[config.mk]
export PLATFORM = sky130hd
export DESIGN_NAME = seg7_scan_display
export DESIGN_NICKNAME = d
export VERILOG_FILES = /design/src/rtl/seg7_scan_display.sv
export SDC_FILE = /design/constraint.sdc
export NUM_CORES = 1
export LEC_CHECK = 0
export CAP_MARGIN = 0
export CORE_AREA = 2 2 150 152
export DETAILED_ROUTE_END_ITERATION = 16
export DIE_AREA = 0 0 152 154
export SLEW_MARGIN = 20
export SYNTH_ARGS = -nofsm -noshare
export SYNTH_HDL_FRONTEND = slang
export SYNTH_SLANG_ARGS = --single-unit
[constraint.sdc]
create_clock -name clk_100MHz -period 3.14 [get_ports clk_100MHz]
set_input_delay 0.628 -clock clk_100MHz [delete_from_list [all_inputs] [get_ports clk_100MHz]]
set_output_delay 0.628 -clock clk_100MHz [all_outputs]
set_load 0.01 [all_outputs]
[src/rtl/seg7_scan_display.sv]
`default_nettype none
// +--------------------------------------------------------------------------+
// | Module      : seg7_scan_display                                          |
// | Description : Binary-to-BCD (sequential double-dabble) converter feeding |
// |               a time-multiplexed, active-low seven-segment scanner with  |
// |               leading-zero blanking and overflow dashes.                 |
// | Revision    : 1.0 - initial release                                      |
// +--------------------------------------------------------------------------+
module seg7_scan_display #(
    parameter int NUM_DIGITS = 8,
    parameter int VAL_WIDTH  = 16,
    parameter int SCAN_DIV   = 100000
) (
    input  logic                  clk_100MHz,
    input  logic                  rst_n,
    input  logic [VAL_WIDTH-1:0]  val,
    input  logic                  load,
    input  logic                  lz_blank,
    output logic                  busy,
    output logic                  ovf,
    output logic [6:0]            cathodes,
    output logic [NUM_DIGITS-1:0] anodes
);

    // The working register carries one spare digit so values up to
    // 10*10^NUM_DIGITS-1 convert without wrapping; overflow is judged from
    // the binary input, so the spare digit is never displayed.
    localparam int c_bcd_digits = NUM_DIGITS + 1;
    localparam int c_bcd_w      = 4 * c_bcd_digits;
    localparam int c_disp_w     = 4 * NUM_DIGITS;
    localparam int c_cnt_w      = $clog2(VAL_WIDTH + 1);
    localparam int c_pre_w      = $clog2(SCAN_DIV);
    localparam int c_idx_w      = (NUM_DIGITS > 1) ? $clog2(NUM_DIGITS) : 1;

    localparam logic [31:0]           c_max_val  = 32'(10 ** NUM_DIGITS - 1);
    localparam logic [c_cnt_w-1:0]    c_last_bit = c_cnt_w'(VAL_WIDTH - 1);
    localparam logic [c_pre_w-1:0]    c_pre_load = c_pre_w'(SCAN_DIV - 1);
    localparam logic [c_idx_w-1:0]    c_idx_last = c_idx_w'(NUM_DIGITS - 1);
    localparam logic [NUM_DIGITS-1:0] c_one_hot  = NUM_DIGITS'(1);

    typedef enum logic [1:0] {
        S_IDLE  = 2'd0,
        S_SHIFT = 2'd1,
        S_DONE  = 2'd2
    } state_t;

    state_t r_state;
    state_t w_state_next;
    logic   w_accept;
    logic   w_do_shift;
    logic   w_commit;

    logic [VAL_WIDTH-1:0] r_shift;
    logic [c_bcd_w-1:0]   r_bcd;
    logic [c_bcd_w-1:0]   w_bcd_adj;
    logic [c_cnt_w-1:0]   r_bit_cnt;
    logic                 r_blank_next;
    logic                 r_ovf_next;

    logic [c_disp_w-1:0]  r_disp;
    logic                 r_disp_blank;

    logic [c_pre_w-1:0]   r_presc;
    logic [c_idx_w-1:0]   r_idx;
    logic                 r_adv;

    logic [3:0]           w_digits [NUM_DIGITS];
    logic [NUM_DIGITS-1:0] w_hi_zero;
    logic [6:0]           w_seg;

    // Active-low glyphs, bit0 = a ... bit6 = g; non-decimal nibbles blank.
    function automatic logic [6:0] f_glyph(input logic [3:0] nib);
        logic [6:0] seg;
        seg = 7'h7F;
        case (nib)
            4'd0:    seg = 7'h40;
            4'd1:    seg = 7'h79;
            4'd2:    seg = 7'h24;
            4'd3:    seg = 7'h30;
            4'd4:    seg = 7'h19;
            4'd5:    seg = 7'h12;
            4'd6:    seg = 7'h02;
            4'd7:    seg = 7'h78;
            4'd8:    seg = 7'h00;
            4'd9:    seg = 7'h10;
            default: seg = 7'h7F;
        endcase
        return seg;
    endfunction

    // Conversion FSM state register.
    always_ff @(posedge clk_100MHz) begin
        if (!rst_n) begin
            r_state <= S_IDLE;
        end else begin
            r_state <= w_state_next;
        end
    end

    // Next-state logic and per-state control strobes.
    always_comb begin
        w_state_next = r_state;
        w_accept     = 1'b0;
        w_do_shift   = 1'b0;
        w_commit     = 1'b0;
        case (r_state)
            S_IDLE: begin
                // busy lingers one cycle after DONE, so IDLE alone is not enough.
                if (load && !busy) begin
                    w_accept     = 1'b1;
                    w_state_next = S_SHIFT;
                end
            end
            S_SHIFT: begin
                w_do_shift = 1'b1;
                if (r_bit_cnt == c_last_bit) begin
                    w_state_next = S_DONE;
                end
            end
            S_DONE: begin
                w_commit     = 1'b1;
                w_state_next = S_IDLE;
            end
            default: begin
                w_state_next = S_IDLE;
            end
        endcase
    end

    // Double-dabble correction: every nibble of 5 or more gets +3 before the shift.
    for (genvar i = 0; i < c_bcd_digits; i++) begin : g_dabble
        assign w_bcd_adj[4*i +: 4] = (r_bcd[4*i +: 4] >= 4'd5) ? (r_bcd[4*i +: 4] + 4'd3)
                                                                : r_bcd[4*i +: 4];
    end

    // Conversion datapath, display registers and busy/ovf flags.
    always_ff @(posedge clk_100MHz) begin
        if (!rst_n) begin
            r_shift      <= '0;
            r_bcd        <= '0;
            r_bit_cnt    <= '0;
            r_blank_next <= 1'b0;
            r_ovf_next   <= 1'b0;
            r_disp       <= '0;
            r_disp_blank <= 1'b0;
            ovf          <= 1'b0;
            busy         <= 1'b0;
        end else begin
            // busy covers SHIFT and DONE plus one settle cycle after the commit.
            busy <= w_accept || (r_state != S_IDLE);
            if (w_accept) begin
                r_shift      <= val;
                r_bcd        <= '0;
                r_bit_cnt    <= '0;
                r_blank_next <= lz_blank;
                r_ovf_next   <= (32'(val) > c_max_val);
            end
            if (w_do_shift) begin
                r_bcd     <= (w_bcd_adj << 1) | {{(c_bcd_w-1){1'b0}}, r_shift[VAL_WIDTH-1]};
                r_shift   <= r_shift << 1;
                r_bit_cnt <= r_bit_cnt + 1'b1;
            end
            if (w_commit) begin
                r_disp       <= r_bcd[c_disp_w-1:0];
                r_disp_blank <= r_blank_next;
                ovf          <= r_ovf_next;
            end
        end
    end

    // Per-digit view of the display register and "this digit and all above are zero".
    for (genvar i = 0; i < NUM_DIGITS; i++) begin : g_digits
        assign w_digits[i]  = r_disp[4*i +: 4];
        assign w_hi_zero[i] = (r_disp[c_disp_w-1:4*i] == '0);
    end

    // Segment pattern for the digit currently selected by the scan index.
    always_comb begin
        w_seg = 7'h7F;
        if (ovf) begin
            w_seg = 7'h3F;
        end else if (r_disp_blank && (r_idx != '0) && w_hi_zero[r_idx]) begin
            w_seg = 7'h7F;
        end else begin
            w_seg = f_glyph(w_digits[r_idx]);
        end
    end

    // Dwell prescaler and scan index; r_adv flags the cycle after an index change.
    always_ff @(posedge clk_100MHz) begin
        if (!rst_n) begin
            r_presc <= c_pre_load;
            r_idx   <= '0;
            r_adv   <= 1'b0;
        end else begin
            r_adv <= 1'b0;
            if (r_presc == '0) begin
                r_presc <= c_pre_load;
                r_adv   <= 1'b1;
                r_idx   <= (r_idx == c_idx_last) ? '0 : r_idx + 1'b1;
            end else begin
                r_presc <= r_presc - 1'b1;
            end
        end
    end

    // Pin registers: anode and cathodes change together at the start of each dwell.
    always_ff @(posedge clk_100MHz) begin
        if (!rst_n) begin
            anodes   <= '1;
            cathodes <= 7'h7F;
        end else if (r_adv) begin
            anodes   <= ~(c_one_hot << r_idx);
            cathodes <= w_seg;
        end
    end

endmodule
`default_nettype wire
# Word-level counts from Yosys, hierarchy flattened
# Memories as Yosys holds them, arrays and structs flattened.
# Cells that the tools add are included.
# word_totals
mem_bits_rw	0
mem_bits_ro	112
regBits	130
latchBits	0
input_bits	20
elab_cells	100
output_inout_bits	17
memories	1
# op_classes
muxes	30
div_mod_pow	0
bitwise_logic	4
eq_ne	6
magnitude_cmp	11
addsub	12
n_mul	0
n_reduce_logical	21
shift	1
# memory_table
name	depth	word_bits	read_ports	rd_ports_with_merged_regs	write_ports	line	text
(no name shown)	16	7	1	0	0	75	case (nib)
# op_table
operator	n
two-way mux 36 bit	2
two-way mux 4 bit	10
greater-or-equal comparator 4 x 3 -> 1 bit, second input constant	9
OR 36 x 1 -> 36 bit	1
adder 4 x 2 -> 4 bit, second input constant	8
logical NOT 32 bit	1
two-way mux 16 bit	2
logical NOT 28 bit	1
logical NOT 24 bit	1
logical NOT 20 bit	1
logical NOT 17 bit	1
subtractor 17 x 1 -> 17 bit, second input constant	1
logical NOT 16 bit	1
binary-select mux 4 bit (select 3 bit)	1
logical NOT 12 bit	1
two-way mux 5 bit	2
logical NOT 8 bit	1
NOT 8 bit	1
left shift 1 x 3 -> 8 bit, first input constant	1
two-way mux 7 bit	1
two-way mux 1 bit	6
two-way mux 3 bit	2
adder 5 x 1 -> 5 bit, second input constant	1
== test 5 x 4 -> 1 bit, second input constant	1
other kinds (22)	28

# Longest topological paths before layout
# depth
ltp_word	6
depth_mapped	8
ltp_nobuf	7

# Least setup slack after synthesis
# Ideal clock, no wire load.
# synth_path
path_type	reg2reg
startpoint	register r_idx[0]
endpoint	register cathodes[5]
period_less_slack_ns	2.363
stages_incl_launch_ff	9
n_path_buf	1
setup_ns	0.134
path_slack_ns	0.777
t_arrival_ns	2.229
path_cell_list	dfxtp_1 buf_6 mux4_1 mux2i_1 inv_1 ha_1 or2_2 a32oi_1 nand3_1
# synth_between
elab_chain_len	6
# synth_lines
item	line	text
from (decl)	64	logic [c_idx_w-1:0] r_idx;
from (signal assigned)	200	r_idx <= (r_idx == c_idx_last) ? '0 : r_idx + 1'b1;
NOT 3 -> 4 bit (implied by the code)	185	w_seg = f_glyph(w_digits[r_idx]);
binary-select mux 4 bit (select 3 bit)	185	
two-way mux 4 bit (implied by the code) (2 in a row)	185	
memory (16 x 7 bit)	--	
two-way mux 7 bit *	182	end else if (r_disp_blank && (r_idx != '0) && w_hi_zero[r_idx]) begin
to (signal assigned)	214	cathodes <= w_seg;
to (decl)	21	output logic [6:0] cathodes,
# Every way passes the cells marked *; elsewhere a longest branch is shown, timed or not. The select of a mux whose other input is x is not followed.
# A chain may end at the register's enable or synchronous reset.

# Final worst setup path
# Ends and elaborated chain as after synthesis.

==> run_results.csv <==
group,metric,value,unit
critical_path,crit_path_end_kind,"flop",
critical_path,cp_max_fo,11,
power,power.leakage,0.00257,µW
global_route,grt_pass1_vias,4500,
sta,rsz0062_at_grt,"no",
sta,min_period,2.46,ns
drt,drc,0,
die,die_w,152,µm
place,gp_congestion,0.829,
die,initial_core_util,27.7,%
sta,skew,0.0137,ns
global_route,grt_pass1_wl,22000,µm
finish,nets,783,
logic_synthesis,syn_avg_cell_area,8.49,µm²
sta,fin_tns_setup,0,ns
place,place_area,6650,µm²
logic_synthesis,synth_area_leader_cell,"dfxtp_1",
clocking,clock_latency,0.42,ns
critical_path,worstPathArrival,2.74,ns
logic_synthesis,yosysSeqAreaShare,41.9,%
hold_path,hp-class,"flop to flop",
logic_synthesis,yosysMostFrequentCell,"dfxtp_1",
logic_synthesis,yosys.area.top_type_share,41.9,%
logic_synthesis,syn_inst,709,
logic_synthesis,ys.flop_type,"dfxtp_1",
finish,n_antenna_cell,0,
logic_synthesis,muxShareOfSynthArea,7.11,%
clocking,cts.sinks,126,
logic_synthesis,ys_types,50,
drt,num_vias,4893,
finish,areaGrowthSynthToFinish,20.3,%
critical_path,path_class,"flop to flop",
outcome,status,"completed",
logic_synthesis,syn-num-nets,759,
die,die_h,154,µm
clocking,cts_buffer_depth,2,
clocking,htree_num_levels,4,
place,hpwlAfterDp,8530,µm
logic_synthesis,synth_fa_ha_area_share,6.24,%
die,num_rows,54,
logic_synthesis,synthSimpleGateAreaFrac,20.9,%
logic_synthesis,netlist_top_cells_count,"dfxtp_1 (126), nand2_1 (122), a21oi_1 (88)",
global_route,grt_max_degree,82,
logic_synthesis,synth.yosys.warnings,0,
sta,slew_headroom,42.1,%
logic_synthesis,async_flop_share,0,%
global_route,antenna_found_initial,0,
drt,drt_iter0_drc,312,
sta,final_hold_viol_count,0,
logic_synthesis,synth_top_family_by_area,"simple AND/OR/NAND/NOR gates",
logic_synthesis,synthTopCellsByArea,"dfxtp_1 (42%), nand2_1 (7.6%), a21oi_1 (7.3%)",
job,cap_violations,0,
drt,drt-total-wl,13000,µm
logic_synthesis,synth-edff-count,0,
critical_path,crit_path_start_kind,"flop",
sta,period_share,78.2,%
logic_synthesis,synth-seq-cells,126,
clocking,hold_buffers,0,
global_route,grt_use_total,11.3,%
drt,avgRoutedWirePerCell,12.7,µm
power,pwr_density_cell,520,nW/µm²
sta,setup_viol,0,
drt,drtPass1Iterations,4,
finish,drive_above_1_share,9.92,%
critical_path,crit_required,3.42,ns
power,vdd_drop_max,383,µV
clocking,cts_tree,"done",
die,coreArea,21700,µm²
logic_synthesis,synth_compound_gate_area_share,15.2,%
clocking,post_cts_buffers,0,
logic_synthesis,syn_area,6020,µm²
die,io_pins,37,
clocking,cts_buffers,17,
die,dieArea,23400,µm²
sta,slew_viol_final,0,
logic_synthesis,yosys.area_share.xor_xnor,3.93,%
sta,tightest_slew,0.868,ns
global_route,grt_overflow,0,
clocking,clock-root-buffer,"clkbuf_16",
drt,ant_nets,0,
drt,via_per_inst,4.77,
clocking,clk_pin_slew_worst_paths,0.06,ns
finish,fin_area,7240,µm²
place,io_buffers,35,
sta,max_freq,0.407,GHz
clocking,cts-resized-gates,0,
-- layout make-up --
class / count / area (µm²)
well taps: 280 / 350
repair buffers: 47 / 453
fillers: 2246 / 14500
flip-flops and latches: 126 / 2520
clock buffers: 17 / 425
clock inverters: 15 / 160
multi-input cells: 512 / 3220
inverters: 29 / 109
-- final timing paths --
check           endpoint  cells past startpoint       start  slack [ns]
max reg2reg  cathodes[5]                      8    r_idx[0]        0.68
max          cathodes[5]                      8    r_idx[0]        0.68
min           r_presc[0]                      1  r_presc[0]        0.39
min reg2reg   r_presc[0]                      1  r_presc[0]        0.39
-- layout by cell type (no fill, tap or decap), drive strengths merged, types with 11 or more instances in the layout --
master	netlist	routed
a21oi	89	89
a22oi	18	18
buf	9	12
clkbuf	33	17
clkdlybuf4s50	0	35
dfxtp	126	126
ha	30	30
inv	28	33
nand2	122	122
nand2b	16	16
nand3	37	37
nor2	32	32
nor3	20	20
nor4	15	15
o21ai	37	37
xnor2	16	16
xor2	11	11
-- per-stage QoR --
| step | hold slack [ns] | instances | total power [µW] | util (%) | worst slack, ns |
|---|---|---|---|---|---|
| floorplan | 0.367 | 709 | 1790 | - | 0.777 |
| global route | 0.407 | 1026 | 3910 | 33.4 | 0.534 |
| CTS | 0.396 | 1026 | 3820 | 33.4 | 0.673 |
| finish | 0.394 | 1026 | 3770 | 33.4 | 0.683 |
| global placement | 0.382 | 994 | 1860 | 30.7 | 0.727 |
| detailed placement | 0.381 | 994 | 1860 | 30.7 | 0.662 |
-- logic make-up (layout without fill, tap and decap cells) --
kind of cell,Yosys count,after routing
AO/OA/AOI/OAI,160,160
XOR/XNOR,27,27
adder cells (fa/ha/maj),30,30
buffers and inverters,71,108
flip-flops,126,126
multiplexers,26,26
other,1,1
AND/OR/NAND/NOR,268,268
-- state kept, by name, summed over array words and instances (netlist names), 2 cells and up --
name / cells
cathodes: 7
r_presc: 17
r_state: 2
r_bit_cnt: 5
r_idx: 3
r_shift: 16
anodes: 8
r_bcd: 32
r_disp: 32
-- layer usage --
metal / GRT usage (%) / vias to the layer above / wire [µm]
li1: - / 2508 / -
met3: 3.16 / 9 / 540
met1: 15.8 / 2298 / 6730
met2: 16.9 / 78 / 5600
met5: 0 / - / 0
met4: 3.43 / 0 / 119
-- worst max-delay path: stages, from the launching register on --
cell,delay [ns]
dfxtp_1,0.41
buf_4,0.23
mux4_2,0.54
mux2i_4,0.26
inv_1,0.11
ha_1,0.22
or2_2,0.29
a32oi_1,0.18
nand3_1,0.09
-- power breakdown --
group | internal [µW] | total (µW) | switching [µW]
logic | 63.9 | 187 | 123
clock network | 1180 | 1940 | 764
registers | 1620 | 1640 | 14.5
Power figures use the tool's default switching activity.
